File: config.mk
export PLATFORM = sky130hd
export DESIGN_NAME = pla_autosym_sweeper
export DESIGN_NICKNAME = d
export VERILOG_FILES = /design/src/rtl/pla_sweep_pkg.sv /design/src/rtl/lin_check.sv /design/src/rtl/pla_autosym_sweeper.sv
export SDC_FILE = /design/constraint.sdc
export NUM_CORES = 1
export LEC_CHECK = 0
export ABC_AREA = 1
export ABC_CLOCK_PERIOD_IN_PS = 8500
export CORE_UTILIZATION = 59
export CTS_CLUSTER_DIAMETER = 150
export DETAILED_ROUTE_END_ITERATION = 16
export PLACE_DENSITY = 0.82
export SLEW_MARGIN = 20
export SYNTH_ARGS = -nofsm -noshare
export SYNTH_HDL_FRONTEND = slang
export SYNTH_SLANG_ARGS = --single-unit
File: constraint.sdc
create_clock -name clk -period 8.5 [get_ports clk]
set_input_delay 1.7 -clock clk [delete_from_list [all_inputs] [get_ports clk]]
set_output_delay 1.7 -clock clk [all_outputs]
set_load 0.05 [all_outputs]
File: src/rtl/pla_sweep_pkg.sv
// Shared types and defaults for the PLA autosymmetry sweeper.
// The state encoding and the default function width live here.
package pla_sweep_pkg;

    typedef enum logic [1:0] {
        IDLE  = 2'd0,
        SWEEP = 2'd1,
        CHECK = 2'd2,
        DONE  = 2'd3
    } state_t;

    localparam int N_IN_DEFAULT = 5;

endpackage

File: src/rtl/lin_check.sv
// Tests a single candidate translation a: high when tt[x] == tt[x ^ a]
// holds for every vector x of the captured truth table.
module lin_check
    import pla_sweep_pkg::*;
#(
    parameter int N_IN = N_IN_DEFAULT
) (
    input  logic [(1<<N_IN)-1:0] tt,
    input  logic [N_IN-1:0]      a,
    output logic                 match
);

    localparam int NV = 1 << N_IN;

    logic [NV-1:0] eq;

    genvar gi;
    generate
        for (gi = 0; gi < NV; gi++) begin : g_pair
            assign eq[gi] = (tt[gi] == tt[N_IN'(gi) ^ a]);
        end
    endgenerate

    assign match = &eq;

endmodule

File: src/rtl/pla_autosym_sweeper.sv
// Drives every input vector into an external single-output function, captures
// its truth table, then finds the linear space of translations leaving it fixed.
module pla_autosym_sweeper
    import pla_sweep_pkg::*;
#(
    parameter int N_IN = N_IN_DEFAULT
) (
    input  logic                         clk,
    input  logic                         rst,
    input  logic                         start,
    output logic [N_IN-1:0]              x_out,
    input  logic                         y_in,
    output logic                         busy,
    output logic                         done,
    output logic [(1<<N_IN)-1:0]         tt,
    output logic [(1<<N_IN)-1:0]         lin_mask,
    output logic [$clog2(N_IN+1)-1:0]    auto_dim
);

    localparam int NV = 1 << N_IN;
    localparam int DW = $clog2(N_IN + 1);
    localparam int CW = N_IN + 1;

    state_t          state_reg;
    logic [N_IN-1:0] v_reg;
    logic [N_IN-1:0] a_reg;
    logic [NV-1:0]   tt_reg;
    logic [NV-1:0]   lin_mask_reg;
    logic [DW-1:0]   auto_dim_reg;
    logic            busy_reg;
    logic            done_reg;

    logic            match;
    logic [NV-1:0]   lin_mask_next;
    logic [CW-1:0]   pop_next;
    logic [DW-1:0]   dim_next;

    lin_check #(
        .N_IN (N_IN)
    ) u_lin_check (
        .tt    (tt_reg),
        .a     (a_reg),
        .match (match)
    );

    // The final candidate's verdict is folded in before its register write,
    // so auto_dim is already valid in the DONE cycle.
    always_comb begin
        lin_mask_next        = lin_mask_reg;
        lin_mask_next[a_reg] = match;
        pop_next             = '0;
        for (int i = 0; i < NV; i++) begin
            pop_next = pop_next + {{N_IN{1'b0}}, lin_mask_next[i]};
        end
        dim_next = '0;
        for (int i = 0; i <= N_IN; i++) begin
            if (pop_next == CW'(1 << i)) begin
                dim_next = DW'(i);
            end
        end
    end

    always_ff @(posedge clk or posedge rst) begin
        if (rst) begin
            state_reg    <= IDLE;
            v_reg        <= '0;
            a_reg        <= '0;
            tt_reg       <= '0;
            lin_mask_reg <= '0;
            auto_dim_reg <= '0;
            busy_reg     <= 1'b0;
            done_reg     <= 1'b0;
        end else begin
            done_reg <= 1'b0;
            case (state_reg)
                IDLE: begin
                    if (start) begin
                        state_reg    <= SWEEP;
                        v_reg        <= '0;
                        tt_reg       <= '0;
                        lin_mask_reg <= '0;
                        auto_dim_reg <= '0;
                        busy_reg     <= 1'b1;
                    end
                end
                SWEEP: begin
                    tt_reg[v_reg] <= y_in;
                    if (&v_reg) begin
                        state_reg       <= CHECK;
                        v_reg           <= '0;
                        a_reg           <= N_IN'(1);
                        lin_mask_reg[0] <= 1'b1;
                    end else begin
                        v_reg <= v_reg + N_IN'(1);
                    end
                end
                CHECK: begin
                    lin_mask_reg[a_reg] <= match;
                    if (&a_reg) begin
                        state_reg    <= DONE;
                        a_reg        <= '0;
                        done_reg     <= 1'b1;
                        auto_dim_reg <= dim_next;
                    end else begin
                        a_reg <= a_reg + N_IN'(1);
                    end
                end
                DONE: begin
                    state_reg <= IDLE;
                    busy_reg  <= 1'b0;
                end
                default: begin
                    state_reg <= IDLE;
                    busy_reg  <= 1'b0;
                end
            endcase
        end
    end

    // The vector counter doubles as the driven input, held at zero outside SWEEP.
    assign x_out    = v_reg;
    assign busy     = busy_reg;
    assign done     = done_reg;
    assign tt       = tt_reg;
    assign lin_mask = lin_mask_reg;
    assign auto_dim = auto_dim_reg;

endmodule

---- After elaboration in Yosys (flattened, before gate mapping) ----
Cells that the tools add are included.
word-level totals
  bits of input ports ..................... 4
  register bits ........................... 81
  output and inout port bits .............. 74
  logic and storage cells ................. 266
operators by class
  bitwise operators ....................... 31
  mux-type cells .......................... 97
  order comparisons ....................... 35
  equality and inequality tests ........... 43
  add/sub/neg operators ................... 33
  reductions and logical operators ........ 18
operator list
  operator                                                           count
  < comparator 5 x 6 -> 1 bit, second input constant                 33
  binary-select mux 1 bit (select 5 bit)                             32
  adder 6 x 1 -> 6 bit                                               26
  bitwise mux 32 bit                                                 2
  one-hot mux 32 bit (2 select lines)                                1
  one-hot mux 31 bit (2 select lines)                                1
  two-way mux 1 bit                                                  39
  equality test 1 bit                                                32
  two-way mux 32 bit                                                 1
  AND reduction 32 bit                                               1
  inverter 3 bit                                                     10
  two-way mux 5 bit                                                  4
  inverter 2 bit                                                     10
  inverter 4 bit                                                     5
  one-hot mux 5 bit (2 select lines)                                 2
  two-way mux 3 bit                                                  6
  adder 5 x 1 -> 5 bit, second input constant                        2
  demux 1 bit (select 5 bit)                                         2
  greater-or-equal comparator 5 x 1 -> 1 bit, second input constant  2
  AND reduction 5 bit                                                2
  AND reduction 3 bit                                                3
  one-hot mux 2 bit (4 select lines)                                 1
  AND reduction 2 bit                                                4
  nonzero test 2 bit                                                 4
  other kinds (22)                                                   32

---- Longest topological paths before layout ----
  word-level depth ........................ 45
  depth in mapped cells ................... 39
  mapped depth without buffers ............ 36

---- By module ----
A second synthesis with hierarchy kept.
unflattened totals
  cells, all modules ...................... 1158
  area, all modules ....................... 7706.1 µm²
by module, submodules not included
  module               area an instance (µm²)  cells each  instances  sequential area each (µm²)
  pla_autosym_sweeper  5003.5                  603         1          2026.9
  lin_check            2702.6                  555         1          0.0

---- Worst setup path after synthesis ----
Ideal clock, no wire load.
  kind .................................... register to register
  from .................................... register tt_reg[11], in the netlist tt[11]
  to ...................................... register auto_dim_reg[0], in the netlist auto_dim[0]
  path slack .............................. 1.891 ns
  period minus slack after synthesis ...... 6.609 ns
  setup time .............................. 0.067 ns
  data arrival time ....................... 6.542 ns
  data required time ...................... 8.433 ns
  buffers on the path ..................... 1
  stages on the path, launching flop included .. 33
  path through ............................ dfrtp_1 nand2_1 nand3_1 nand3_1 nand3_1 nand3_1 nand2_1 nand2_1 nand2_1 nand2_1 nor2_1 nand2_1 nor2_2 nand2_4 buf_6 nand2_1 nand2_1 fa_1 fa_1 fa_1 fa_1 fa_1 fa_1 inv_1 ha_1 inv_1 fa_1 xor2_1 nand2_1 nor2_1 a31oi_1 o31ai_1 a22o_1
on the way
  cells in the longest elaborated chain, start to end .. 44
  elaborated cells between the ends (all ways) .. 141
  those cells by class .................... add/sub: 31; eq/ne: 37; mux: 72; reduce/logical: 1
RTL lines
  element                                  RTL line                    RTL
  start, declared                          pla_autosym_sweeper.sv:27   logic [NV-1:0] tt_reg;
  start signal, assigned by index          pla_autosym_sweeper.sv:87   tt_reg[v_reg] <= y_in;
  binary-select mux 1 bit (select 5 bit)   lin_check.sv:20             assign eq[gi] = (tt[gi] == tt[N_IN'(gi) ^ a]);
  two-way mux 1 bit (implied by the code)  lin_check.sv:20
  equality test 1 bit                      lin_check.sv:20
  AND reduction 32 bit (*)                 lin_check.sv:24             assign match = &eq;
  bitwise mux 32 bit (*)                   pla_autosym_sweeper.sv:50   lin_mask_next[a_reg] = match;
  adder 1 x 1 -> 2 bit                     pla_autosym_sweeper.sv:53   pop_next = pop_next + {{N_IN{1'b0}}, lin_mask_next[i]};
  adder 2 x 1 -> 3 bit                     pla_autosym_sweeper.sv:53
  adder 3 x 1 -> 4 bit                     pla_autosym_sweeper.sv:53
  [... 2 more ...]                         --
  adder 6 x 1 -> 6 bit (25 in a row)       pla_autosym_sweeper.sv:53
  adder 6 x 1 -> 6 bit (*)                 pla_autosym_sweeper.sv:53
  equality test 6 x 2 -> 1 bit             pla_autosym_sweeper.sv:57   if (pop_next == CW'(1 << i)) begin
  two-way mux 1 bit                        pla_autosym_sweeper.sv:57
  two-way mux 3 bit (3 in a row)           pla_autosym_sweeper.sv:57
  two-way mux 3 bit (*)                    pla_autosym_sweeper.sv:57
  two-way mux 3 bit (*)                    pla_autosym_sweeper.sv:99   if (&a_reg) begin
  one-hot mux 3 bit (2 select lines) (*)   pla_autosym_sweeper.sv:75   case (state_reg)
  end signal, assigned                     pla_autosym_sweeper.sv:103  auto_dim_reg <= dim_next;
  end, declared                            pla_autosym_sweeper.sv:29   logic [DW-1:0] auto_dim_reg;
Mark *: on every way between the ends. The rest lies on a longest branch, timed or not. The select of a mux whose other input is x is not followed.
A chain may end at the register's enable or synchronous reset.

---- Worst setup path after layout ----
  from .................................... register a_reg[1]
  to ...................................... register auto_dim_reg[0], in the netlist auto_dim[0]
on the way
  cells in the longest elaborated chain, start to end .. 45
  elaborated cells between the ends (all ways) .. 165
  those cells by class .................... add/sub: 31; order compare: 2; eq/ne: 38; mux: 74; bitwise: 16; reduce/logical: 4
RTL lines
  element                                                 RTL line                    RTL
  start, declared                                         pla_autosym_sweeper.sv:26   logic [N_IN-1:0] a_reg;
  start signal, assigned                                  pla_autosym_sweeper.sv:105  a_reg <= a_reg + N_IN'(1);
  inverter 1 bit (no line), or another cell as far along  --
  binary-select mux 1 bit (select 5 bit)                  lin_check.sv:20
  two-way mux 1 bit (implied by the code)                 lin_check.sv:20
  equality test 1 bit                                     lin_check.sv:20
  AND reduction 32 bit                                    lin_check.sv:24
  bitwise mux 32 bit                                      pla_autosym_sweeper.sv:50
  adder 1 x 1 -> 2 bit                                    pla_autosym_sweeper.sv:53
  adder 2 x 1 -> 3 bit                                    pla_autosym_sweeper.sv:53
  adder 3 x 1 -> 4 bit                                    pla_autosym_sweeper.sv:53
  adder 4 x 1 -> 5 bit                                    pla_autosym_sweeper.sv:53
  adder 5 x 1 -> 6 bit                                    pla_autosym_sweeper.sv:53
  adder 6 x 1 -> 6 bit (26 in a row)                      pla_autosym_sweeper.sv:53
  equality test 6 x 2 -> 1 bit                            pla_autosym_sweeper.sv:57
  two-way mux 1 bit                                       pla_autosym_sweeper.sv:57
  two-way mux 3 bit (4 in a row)                          pla_autosym_sweeper.sv:57
  two-way mux 3 bit                                       pla_autosym_sweeper.sv:99
  one-hot mux 3 bit (2 select lines)                      pla_autosym_sweeper.sv:75
Parallel ways exist; a longest one is shown, timed or not. The select of a mux whose other input is x is not followed.

==> impl_metrics.ini <==
[status]
status = finished, final reports clean

[timing]
rsz0062_at_grt = no
fin_setup_tns_ns = 0
fin_crit_ns = 7.83
finalMaxSlewViolations = 0
hold_violations = 0
period_share = 0.921
clock_skew_ns = 0.00898
fin_ws_ns = 0.671
fmax_ghz = 0.128
worstMarginPinSlew_ns = 0.819
slew_headroom = 0.450
setup_viol = 0

[worst_hold_path]
hold_path_class = reg -> reg

[critical_path]
cp_common_cell = nand2_1
cp-end-kind = register
cp_max_fo = 35
critPathKind = reg -> reg
cp-endpoint = auto_dim[0]
critPathBufInv = 4
r2r_slack_ns = 0.67
r2r_start = a_reg[1]
cp_num_cells = 32
arrival_ns = 8.12
critPathSlowestCell = dfrtp_1
startpoint = a_reg[1]
cp.required_ns = 8.79
max_stage_delay_ns = 0.72
worst_setup_path_start_kind = register
regToRegEndpoint = auto_dim[0]
ff2ff_path_depth = 32
crit_family = adder cells

[cts]
cts_htree_levels = 3
clock_latency_ns = 0.35
root_buffer = clkbuf_16
cts.clk_slew.worst_paths_ns = 0.06
clock_sinks = 81
cts_tree = done
cts_made_buffers = 9
cts_buffer_depth = 2

[yosys]
synth_area_um2 = 7620
syn_inst = 1183
synth-edff-count = 0
ys_warn_count = 0
syn_nets = 1232
synth_area_leaders = dfrtp_1, nand3_1, nand2_1, fa_1, inv_1
yosys.cell_count.top_type = nand3_1
ys_seq_area_frac = 0.266
synth_top_cells_by_count = nand3_1, nand2_1, inv_1
syn_area_per_cell_um2 = 6.44
ys_types = 34
netlist.top_cell.by_area = dfrtp_1
synthDominantCellAreaShare = 0.266
synth-seq-cells = 81
synth-main-ff-cell = dfrtp_1
async_reset_ff_frac = 1.00

[floorplanning]
ioPinCount = 78
fp-row-count = 41
initial_core_util = 0.604
die_y_um = 116
dieWidth_um = 116
die_area_um2 = 13400
coreArea_um2 = 12600

[global_route]
gr-total-overflow = 0
grt_max_degree = 82
antenna_found_initial = 1
grt_pass1_wl_um = 39100
grt_pass1_vias = 7562
track_usage = 0.380

[placement]
place_congestion = 1.02
dp_hpwl_um = 17400
dp_slack_ns = 0.674
post_dp_cell_area_um2 = 8390
io_buffers = 77

[job]
maxCapViolCount = 0

[power_and_ir_drop]
ir_drop_uv = 228
p_leak_nw = 3.82
power.density_nw_per_um2 = 336
total_power_mw = 2.92

[route]
drc = 0
drt-total-wl_um = 24300
first_pass_iters = 6
drt-initial-drc-count = 1379
wl_per_cell_um = 17.4
ant_nets = 0
vias_per_cell = 6.09
vias = 8534

[layout]
nNetsFinal = 1273
final_core_util = 0.689
drive_above_1_share = 0.0464
design_area_um2 = 8690
area_growth_pct = 14.0
antennaDiodeCount = 0
-- worst min path at each step --
stage,cells after the start,slack [ns],from,to
2_1_floorplan,2,0.57,state_reg[0],state_reg[0]
3_3_place_gp,2,0.48,auto_dim[2],auto_dim[2]
3_5_place_dp,2,0.48,auto_dim[1],auto_dim[1]
4_1_cts,2,0.51,auto_dim[1],auto_dim[1]
5_1_grt,2,0.53,auto_dim[1],auto_dim[1]
6_report,2,0.50,auto_dim[1],auto_dim[1]
-- cell families after synthesis --
group,synth area share
XOR/XNOR,0.00460
flip-flops,0.266
buffers and inverters,0.103
AO/OA/AOI/OAI,0.105
AND/OR/NAND/NOR,0.424
adder cells (fa/ha/maj),0.0975
-- per-layer routing --
layer  GRT usage  share of wire  vias up
met5           0        0.00053        -
met4       0.118          0.030        2
met3       0.110           0.13       81
met2       0.560           0.42      553
met1       0.537           0.41     3857
li1            -              -     4041
-- worst register-to-register path, delay by kind of cell (launching register included) --
kind	cells	cell delay, ns
buffers and inverters	4	0.57
DFF	1	0.72
xor gates and xnor gates	1	0.27
adders and majority gates	8	3.71
and+or+nand+nor	16	2.09
AOI/OAI and AO/OA	3	0.43
-- power breakdown --
group | leakage, nW | internal, mW | switching (mW) | total [mW]
Combinational | 2.57 | 0.653 | 1.36 | 2.02
Clock | 0.142 | 0.223 | 0.165 | 0.387
Sequential | 1.11 | 0.434 | 0.0771 | 0.511
Total | 3.82 | 1.31 | 1.61 | 2.92
-- through the flow --
stage,instances,hold slack [ns]
after CTS,1401,0.507
after floorplan,1183,0.572
after global placement,1385,0.484
after detailed placement,1385,0.482
after global routing,1401,0.533
final,1401,0.497
-- final cells by class --
| type | count | area (um^2) |
|---|---|---|
| Multi-Input combinational cell | 916 | 4820 |
| Fill cell | 1129 | 3930 |
| Sequential cell | 81 | 2030 |
| Timing Repair Buffer | 86 | 842 |
| Inverter | 130 | 494 |
| Clock buffer | 13 | 270 |
| Tap cell | 172 | 215 |
| Clock inverter | 3 | 21.3 |
-- cell usage in the layout, fill, tap and decap left out, types with 9 or more instances in the layout --
| cell type | synthesis | layout |
|---|---|---|
| o21ai_0 | 86 | 85 |
| nand3_1 | 337 | 337 |
| fa_1 | 24 | 24 |
| nor3_1 | 14 | 14 |
| clkbuf_16 | 0 | 9 |
| nand2_2 | 20 | 20 |
| nand2_1 | 257 | 257 |
| a21oi_1 | 25 | 25 |
| dfrtp_1 | 81 | 80 |
| clkdlybuf4s50_1 | 0 | 77 |
| ha_1 | 21 | 21 |
| inv_1 | 124 | 123 |
| nor2_1 | 68 | 67 |
| o21ai_1 | 26 | 26 |
-- timing repair --
item	in CTS	in global routing
endpoints found under the setup margin	0	1
hold buffers	0	0
resized for setup	0	1
buffers inserted	0	0
Note: power is estimated with default switching activity, not from simulation.
